--- src/rtl/fetch_issue_queue.sv ---
// fetch_issue_queue: in-order instruction buffer between fetch and issue
// Ports:
//   clk_i, rst_i (async, active-high), flush_i (sync, discards all entries)
//   fetch_valid_i/fetch_ready_o with fetch_instr_i, fetch_pc_i, fetch_except_i
//   issue_valid_o/issue_ready_i with issue_instr_o, issue_pc_o, issue_except_o
//   count_o: number of stored entries
module fetch_issue_queue #(
    parameter int DEPTH = 4,
    parameter int ILEN  = 32,
    parameter int XLEN  = 32
) (
    input  logic                     clk_i,
    input  logic                     rst_i,
    input  logic                     flush_i,
    input  logic                     fetch_valid_i,
    output logic                     fetch_ready_o,
    input  logic [ILEN-1:0]          fetch_instr_i,
    input  logic [XLEN-1:0]          fetch_pc_i,
    input  logic                     fetch_except_i,
    output logic                     issue_valid_o,
    input  logic                     issue_ready_i,
    output logic [ILEN-1:0]          issue_instr_o,
    output logic [XLEN-1:0]          issue_pc_o,
    output logic                     issue_except_o,
    output logic [$clog2(DEPTH):0]   count_o
);
    localparam int AW = $clog2(DEPTH);
    localparam int CW = AW + 1;
    localparam int EW = ILEN + XLEN + 1;

    logic [EW-1:0] mem [DEPTH];
    logic [AW-1:0] rd_ptr, wr_ptr;
    logic [CW-1:0] count;
    logic          empty, full, push, pop;
    logic [EW-1:0] head;

    always_comb begin
        empty         = count == '0;
        full          = count == CW'(DEPTH);
        fetch_ready_o = !full && !flush_i && !rst_i;
        issue_valid_o = !empty && !flush_i;
        push          = fetch_valid_i && fetch_ready_o;
        pop           = issue_valid_o && issue_ready_i;
        head          = empty ? '0 : mem[rd_ptr];
        issue_instr_o  = head[EW-1:XLEN+1];
        issue_pc_o     = head[XLEN:1];
        issue_except_o = head[0];
        count_o        = count;
    end

    always_ff @(posedge clk_i or posedge rst_i) begin
        if (rst_i) begin
            rd_ptr <= '0;
            wr_ptr <= '0;
            count  <= '0;
        end else if (flush_i) begin
            rd_ptr <= '0;
            wr_ptr <= '0;
            count  <= '0;
        end else begin
            if (push) wr_ptr <= wr_ptr + 1'b1;
            if (pop) rd_ptr <= rd_ptr + 1'b1;
            count <= count + CW'(push) - CW'(pop);
        end
    end

    // Storage carries no reset; only entries below count are ever observed.
    always_ff @(posedge clk_i) begin
        if (push) mem[wr_ptr] <= {fetch_instr_i, fetch_pc_i, fetch_except_i};
    end
endmodule

--- config.mk ---
export PLATFORM = sky130hd
export DESIGN_NAME = fetch_issue_queue
export DESIGN_NICKNAME = d
export VERILOG_FILES = /design/src/rtl/fetch_issue_queue.sv
export SDC_FILE = /design/constraint.sdc
export NUM_CORES = 1
export LEC_CHECK = 0
export BUFFER_PORTS_ARGS = -buffer_cell sky130_fd_sc_hd__buf_2
export CAP_MARGIN = 0
export CORE_ASPECT_RATIO = 1.25
export CORE_UTILIZATION = 32
export DETAILED_ROUTE_END_ITERATION = 10
export PLACE_DENSITY_LB_ADDON = 0.2
export RECOVER_POWER = 50
export SLEW_MARGIN = 20
export SYNTH_ARGS = -nofsm -noshare
export SYNTH_HDL_FRONTEND = slang
export SYNTH_SLANG_ARGS = --single-unit
--- constraint.sdc ---
create_clock -name clk_i -period 3.1 [get_ports clk_i]
set_input_delay 0.62 -clock clk_i [delete_from_list [all_inputs] [get_ports clk_i]]
set_output_delay 0.62 -clock clk_i [all_outputs]
set_load 0.005 [all_outputs]
# Word-level counts from Yosys, hierarchy flattened
# Memory sizes are Yosys's and may differ from the RTL's.
# Cells that the tools add are included.
[totals] ff_bits=7 latchBits=0 mem_bits_rw=260 rom_bits=0 output_inout_bits=70 mem_count=1
[op_classes] addsub=4 multipliers=0 div=0 order_cmp=0 eq_ne=1 shift=0 muxes=8 n_bitwise=0 reduce_logical=12
[memory_table] memory="mem" depth=4 width=65 rd=1 rd_clocked_by_memory_dff=0 wr=1 line_no="31" rtl="logic [EW-1:0] mem [DEPTH];"
[op_table] cell="65-bit 2-to-1 mux" count=1
[op_table] cell="2-bit 2-to-1 mux" count=4
[op_table] cell="1-bit logical AND" count=5
[op_table] cell="2-bit by 1-bit adder with 2-bit output (second input constant)" count=2
[op_table] cell="1-bit zero test" count=4
[op_table] cell="2-bit nonzero test" count=2
[op_table] cell="3-bit by 1-bit adder with 3-bit output" count=1
[op_table] cell="3-bit equality test (second input constant)" count=1
[op_table] cell="3-bit zero test" count=1
[op_table] cell="3-bit 2-to-1 mux" count=1
[op_table] cell="3-bit by 1-bit subtractor with 3-bit output" count=1
[op_table] cell="1-bit 2-to-1 mux" count=2

# Longest topological paths before layout
# Gate-level depths: netlist of run 1.
[logic_depth] ltp_word=8 ltp_mapped=12

# Worst setup path before layout of run 1
# OpenSTA, ideal clock, no wires.
[synth_timing] path_type="input -> register" from="input port flush_i" to="memory mem[0][0] in the netlist's numbering, enable pin" arrival_ps=2676 required_ps=2670 path_slack_ps=-7 stages=2 path_buffers=0 path_cell_list="nor3b_1 and3_1"
[synth_between] elab_chain_cells=6
[synth_lines] element="start: declaration" line_no="14" rtl="input logic flush_i,"
[synth_lines] element="1-bit zero test" line_no="40" rtl="fetch_ready_o = !full && !flush_i && !rst_i;"
[synth_lines] element="1-bit logical AND (2 in a row)" line_no="40"
[synth_lines] element="1-bit logical AND" line_no="42" rtl="push = fetch_valid_i && fetch_ready_o;"
[synth_lines] element="1-bit 2-to-1 mux" line_no="69" rtl="if (push) mem[wr_ptr] <= {fetch_instr_i, fetch_pc_i, fetch_except_i};"
[synth_lines] element="1-bit 2-to-1 mux (implied by the code)" line_no="69"
[synth_lines] element="end: declaration" line_no="31"
# No other way between the ends.

# Final worst setup path of run 1
[layout_timing] from="register rd_ptr[0]" to="output port issue_pc_o[12]"
[layout_between] elab_chain_cells=2
[layout_lines] element="start: declaration" line_no="32" rtl="logic [AW-1:0] rd_ptr, wr_ptr;"
[layout_lines] element="start signal: assignment" line_no="62" rtl="if (pop) rd_ptr <= rd_ptr + 1'b1;"
[layout_lines] element="memory 4 x 65 bit"
[layout_lines] element="65-bit 2-to-1 mux" line_no="44" rtl="head = empty ? '0 : mem[rd_ptr];"
[layout_lines] element="end: declaration" line_no="23" rtl="output logic [XLEN-1:0] issue_pc_o,"
# No other way between the ends.

==> results of run 1 <==
## where the power goes
| group | internal [mW] | total (mW) | switching [mW] |
|---|---|---|---|
| registers | 4.07 | 4.15 | 0.0760 |
| clock network | 1.95 | 3.26 | 1.31 |
| logic | 1.09 | 2.24 | 1.15 |
| total | 7.12 | 9.65 | 2.53 |
## worst min-delay path by stage
| stage | cells past startpoint | start | to | slack, ps |
|---|---|---|---|---|
| after global routing | 2 | rst_i | wr_ptr[0]$_DFFE_PP0P_ | 30 |
| after global placement | 2 | rst_i | count_o[0]$_DFF_PP0_ | 570 |
| final | 2 | rst_i | wr_ptr[0]$_DFFE_PP0P_ | 30 |
| after detailed placement | 2 | rst_i | count_o[1]$_DFF_PP0_ | 590 |
| after floorplan | 1 | rst_i | count_o[0]$_DFF_PP0_ | 420 |
| after CTS | 2 | rst_i | wr_ptr[0]$_DFFE_PP0P_ | 6 |
## state kept, by name, indices dropped and copies added (netlist names)
| signal | cells |
|---|---|
| rd_ptr | 2 |
| wr_ptr | 2 |
| count_o | 3 |
| mem | 260 |
## stage by stage
| stage | utilization | hold WS (ps) | area [µm²] |
|---|---|---|---|
| 4_1_cts | 0.394 | 6.17 | 12500 |
| 3_5_place_dp | 0.365 | 587 | 11600 |
| 6_report | 0.392 | 35.0 | 12400 |
| 2_1_floorplan | - | 423 | 10300 |
| 5_1_grt | 0.392 | 33.1 | 12400 |
| 3_3_place_gp | 0.365 | 575 | 11600 |
## placed cells by master (no fill, tap or decap), types with 2 or more instances in the layout
cell type / n
and3_4: 4
buf_12: 8
buf_2: 73
buf_4: 6
bufinv_16: 3
clkbuf_1: 75
clkbuf_16: 29
clkinv_1: 8
clkinv_2: 3
dfrtp_1: 5
dfrtp_4: 2
edfxtp_1: 260
ha_1: 6
inv_1: 6
mux4_2: 65
nand3_1: 2
nor2_1: 5
nor2b_1: 66
nor3b_1: 2
o21ai_0: 2
o31ai_1: 2
xor2_1: 2
## per-layer routing
metal | share of wire | up-vias
li1 | - | 2200
met1 | 0.40 | 2594
met2 | 0.53 | 107
met3 | 0.042 | 39
met4 | 0.029 | 0
met5 | 0 | -
## cell families (layout without fill, tap and decap cells)
logic type / Yosys count / in the layout / synth area share
compound gates: 5 / 5 / 0.00292
xor+xnor: 2 / 2 / 0.00170
fa+ha+maj: 7 / 7 / 0.00925
buf+inv: 30 / 212 / 0.0157
flops: 267 / 267 / 0.776
mux: 65 / 65 / 0.142
simple gates: 87 / 87 / 0.0519
## repair_timing
item                                    in CTS  in global routing
cloned                                       0                  0
endpoints found under the setup margin      61                 13
buffers inserted                             2                  1
## final cells by class
cell class	count	area [µm²]
fillers	2903	19300
flip-flops and latches	267	7990
multi-input cells	166	2170
repair buffers	154	846
clock buffers	38	759
well taps	412	515
clock inverters	14	135
inverters	6	22.5
## worst max-delay path, delay by kind of cell (launching register included)
kind | cells | cell delay [ps]
and+or+nand+nor | 1 | 150
DFF | 1 | 470
muxes | 1 | 540
buffers and inverters | 2 | 460
==> metrics.cfg, run 1 <==
[critical_path]
r2r-end = count_o[2]$_DFF_PP0_
critPathLaunch = rd_ptr[0]$_DFFE_PP0P_
critPathCapture = issue_pc_o[12]
critPathMaxStageDelay_ps = 540
end_kind = primary output
cp_max_fo = 13
critical_path_class = flip-flop to primary output
crit_path_top_delay_cell = mux4_2
arrival_ps = 2150
ff2ff_setup_slack_ps = 370
r2r-start = count_o[1]$_DFF_PP0_
crit_chain = buf_4, mux4_2, nor2b_1, buf_2
critPathRequiredTime_ps = 2480
rr_worst_depth = 11
start_kind = flip-flop

[detailed_routing]
firstDrtPassIters = 4
wl_mm = 21.8
routed-via-count = 4940
drc_errors = 0
ant_nets = 0
viasPerCell = 4.67
drt_iter0_drc = 217
wl_per_cell_um = 20.7

[global_routing]
use_met3 = 0.0211
grt_pass1_wl_mm = 33.4
grt_util_met2 = 0.248
grt_pass1_vias = 5546
grtUsageTotal = 0.137
antenna_found_initial = 0
overflow = 0
grt-busiest-layer = met2
grt_max_degree = 68
grt_use_met1 = 0.164

[floorplanning]
dieArea_mm2 = 0.0329
core-area_mm2 = 0.0317
row_count = 73
die_x_um = 162
initial_core_util = 0.325
fp.dieH_um = 202
io_pins = 140

[yosys]
synth_edf_count = 260
synth_seq_cells = 267
synthCells = 463
synth.most_common_cell = edfxtp_1
ys_warn_count = 0
syn_area_per_cell_um2 = 22.2
synthDistinctLibCells = 28
synth_flop_cell = edfxtp_1
netlist.area_leader.share = 0.759
syn_area_mm2 = 0.0103
synth_commonest_cells = edfxtp_1, nor2b_1, mux4_2, clkbuf_1, dfrtp_1
synthArstFlopShare = 0.0262
yosysTopAreaCell = edfxtp_1
synthTopCellsByArea = edfxtp_1, mux4_2, nor2b_1
synthesis.nets = 540
synth-seq-area-share = 0.776

[finish]
antenna_cells = 0
area_growth_pct = 20.9
stdcell_count = 1057
drive_gt1_frac = 0.302
final_nets = 700

[cts]
clk_latency_ps = 540
ctsHoldBuffers = 0
clockRootBuffer = clkbuf_16
ctsResizeCount = 0
cts.sinks = 267
clock_path_buffers = 3
htreeDepth = 1
numCtsBuffers = 28
clk_pin_slew_ps = 60
cts_tree = done

[placement]
io_buffers = 139
dpl_worst_slack_ps = 235
dp_hpwl_mm = 12.5
place_inst = 1002
gp_congestion = 0.702

[sta]
maxSlewHeadroom = 0.663
fin_crit_sh = 0.895
worstMarginPinSlew_ps = 506
min_period_ps = 2770
setup_violations = 0
setup_slack_ps = 325
fin_worst_skew_ps = 10.2
fmax_mhz = 360
maxSlewViolCount = 0
finalHoldViolations = 0
tns_ps = 0
rsz0062_at_grt = no

[power_and_ir_drop]
ir_drop_mv = 0.876
power_leakage_nw = 4.04
power_density_mw_per_mm2 = 776
finalPower_mw = 9.65

[worst_hold_path]
hp-class = input pin to async pin

[run_status]
status = completed

[flow_run]
maxCapViolations = 0

Power figures use the tool's default switching activity.
==> inputs of run 2 (changes only) <==
==> constraint.sdc (replaced) <==
create_clock -name clk_i -period 2.9 [get_ports clk_i]
set_input_delay 0.58 -clock clk_i [delete_from_list [all_inputs] [get_ports clk_i]]
set_output_delay 0.58 -clock clk_i [all_outputs]
set_load 0.005 [all_outputs]
==> metrics.cfg, run 2 (synthesized netlist as in run 1, its figures left out) <==
[run_status]
status = completed

[critical_path]
arrival_ps = 3220
crit_chain = dlygate4sd3_1, clkbuf_1, nor3b_2, and2_0, inv_1, ha_1, inv_1, ha_1, inv_1, fa_1, xor2_1, and2_1, nor3_1
crit_path_top_delay_cell = dlygate4sd3_1
path_common_cell = inv_1
critPathMaxStageDelay_ps = 530
start_kind = input pin
end_kind = flip-flop
r2r-start = count_o[1]$_DFF_PP0_
cp_max_fo = 3
rr_worst_depth = 11
ff2ff_setup_slack_ps = 190
critPathRequiredTime_ps = 3340
critical_path_class = input pin to flip-flop
r2r-end = count_o[2]$_DFF_PP0_

[cts]
clock_path_buffers = 3
clk_latency_ps = 530
htreeDepth = 1
clockRootBuffer = clkbuf_16
numCtsBuffers = 27
cts.sinks = 267
cts_tree = done
clk_pin_slew_ps = 60

[worst_hold_path]
hold_end = mem[0][1]$_DFFE_PP_
whs_path_depth = 1
min_from = fetch_pc_i[0]
hp-class = input pin to flip-flop

[detailed_routing]
wl_met3_um = 879
drc_errors = 0
top_layer_used = met4
routed-via-count = 4965
wl_met1_mm = 8.69
wl_per_cell_um = 19.8
ant_nets = 0
met2_length_mm = 11.1
drt_iter0_drc = 207
viasPerCell = 4.67
firstDrtPassIters = 4
wl_mm = 21.1

[floorplanning]
dieArea_mm2 = 0.0329
fp.dieH_um = 202
io_pins = 140
row_count = 73
die_x_um = 162
initial_core_util = 0.325
core-area_mm2 = 0.0317

[global_routing]
antenna_found_initial = 0
grt_pass1_wl_mm = 31.8
grt_pass1_vias = 5468
overflow = 0
grtUsageTotal = 0.130
grt_max_degree = 41

[sta]
fmax_mhz = 360
worstMarginPinSlew_ps = 939
min_period_ps = 2780
tns_ps = 0
fin_crit_sh = 0.958
finalHoldViolations = 0
fin_worst_skew_ps = 12.7
maxSlewHeadroom = 0.374
rsz0062_at_grt = no
setup_violations = 0
maxSlewViolCount = 0

[finish]
mostFrequentLayoutCell = edfxtp_1
top_register = mem
area_growth_pct = 21.2
drive_gt1_frac = 0.316
largest_reg_flops = 260
final_nets = 710
final_cell_mix = edfxtp_1, buf_2, clkbuf_1
antenna_cells = 0

[power_and_ir_drop]
finalPower_mw = 10.2
power_leakage_nw = 4.08
power_density_mw_per_mm2 = 820
ir_drop_mv = 0.896

[placement]
dp_hpwl_mm = 12.8
io_buffers = 139
gp_congestion = 0.747

[flow_run]
maxCapViolations = 0

[run 2: changes by cell type in the layout (fill, tap and decap cells not counted), sizes merged]
| cell | change |
|---|---|
| clkbuf | -5 |
| buf | +6 |
| clkinv | +4 |
| dlygate4sd3 | +1 |
| clkinvlp | +1 |
[run 2: worst max-delay path, delay by kind of cell]
| family | cells | cell delay (ps) |
|---|---|---|
| xor gates and xnor gates | 1 | 170 |
| buffers and inverters | 5 | 860 |
| adders and majority gates | 3 | 840 |
| and+or+nand+nor | 4 | 760 |
[run 2: repair_timing]
action                                  CTS  global route
buffers inserted                          5             0
endpoints found under the hold margin     7             0
endpoints found under the setup margin   34             1
hold buffers                              1             0
gates resized for setup                   0             2
[run 2: cell type report]
class,instances,area [µm²]
tap,412,515
fill,2882,19200
clock buffer,29,683
timing repair buffer,165,926
clock inverter,19,164
multi-input combinational,166,2160
inverter,6,22.5
sequential,267,7990
[run 2: worst max-delay path by stage]
stage / from / to / slack (ps) / cells after the start
after floorplan: flush_i / count_o[2]$_DFF_PP0_ / 300 / 11
after global placement: flush_i / count_o[2]$_DFF_PP0_ / 230 / 12
after detailed placement: flush_i / count_o[2]$_DFF_PP0_ / -10 / 12
after CTS: rd_ptr[0]$_DFFE_PP0P_ / issue_pc_o[28] / 80 / 4
after global routing: rst_i / count_o[2]$_DFF_PP0_ / 20 / 13
final: rst_i / count_o[2]$_DFF_PP0_ / 120 / 13
[run 2: layer usage]
| layer | GRT usage | vias up |
|---|---|---|
| li1 | - | 2206 |
| met1 | 0.160 | 2624 |
| met2 | 0.231 | 106 |
| met3 | 0.0211 | 29 |
| met4 | 0.0455 | 0 |
| met5 | 0 | - |
[run 2: power breakdown]
part           total, mW  switching [mW]  internal, mW
combinational       2.45            1.22          1.23
sequential          4.45           0.101          4.35
clock               3.32            1.36          1.95
total               10.2            2.68          7.53
[run 2: through the flow]
stage / cell area (µm²) / utilization / setup slack (ps) / hold slack [ps] / instances
after CTS: 12600 / 0.397 / 76.6 / 229 / 1064
after global routing: 12500 / 0.393 / 16.9 / 288 / 1064
after floorplan: 10300 / - / 296 / 383 / 463
after global placement: 11700 / 0.369 / 232 / 534 / 1010
after detailed placement: 11700 / 0.369 / -9.89 / 555 / 1010
final: 12500 / 0.393 / 123 / 307 / 1064
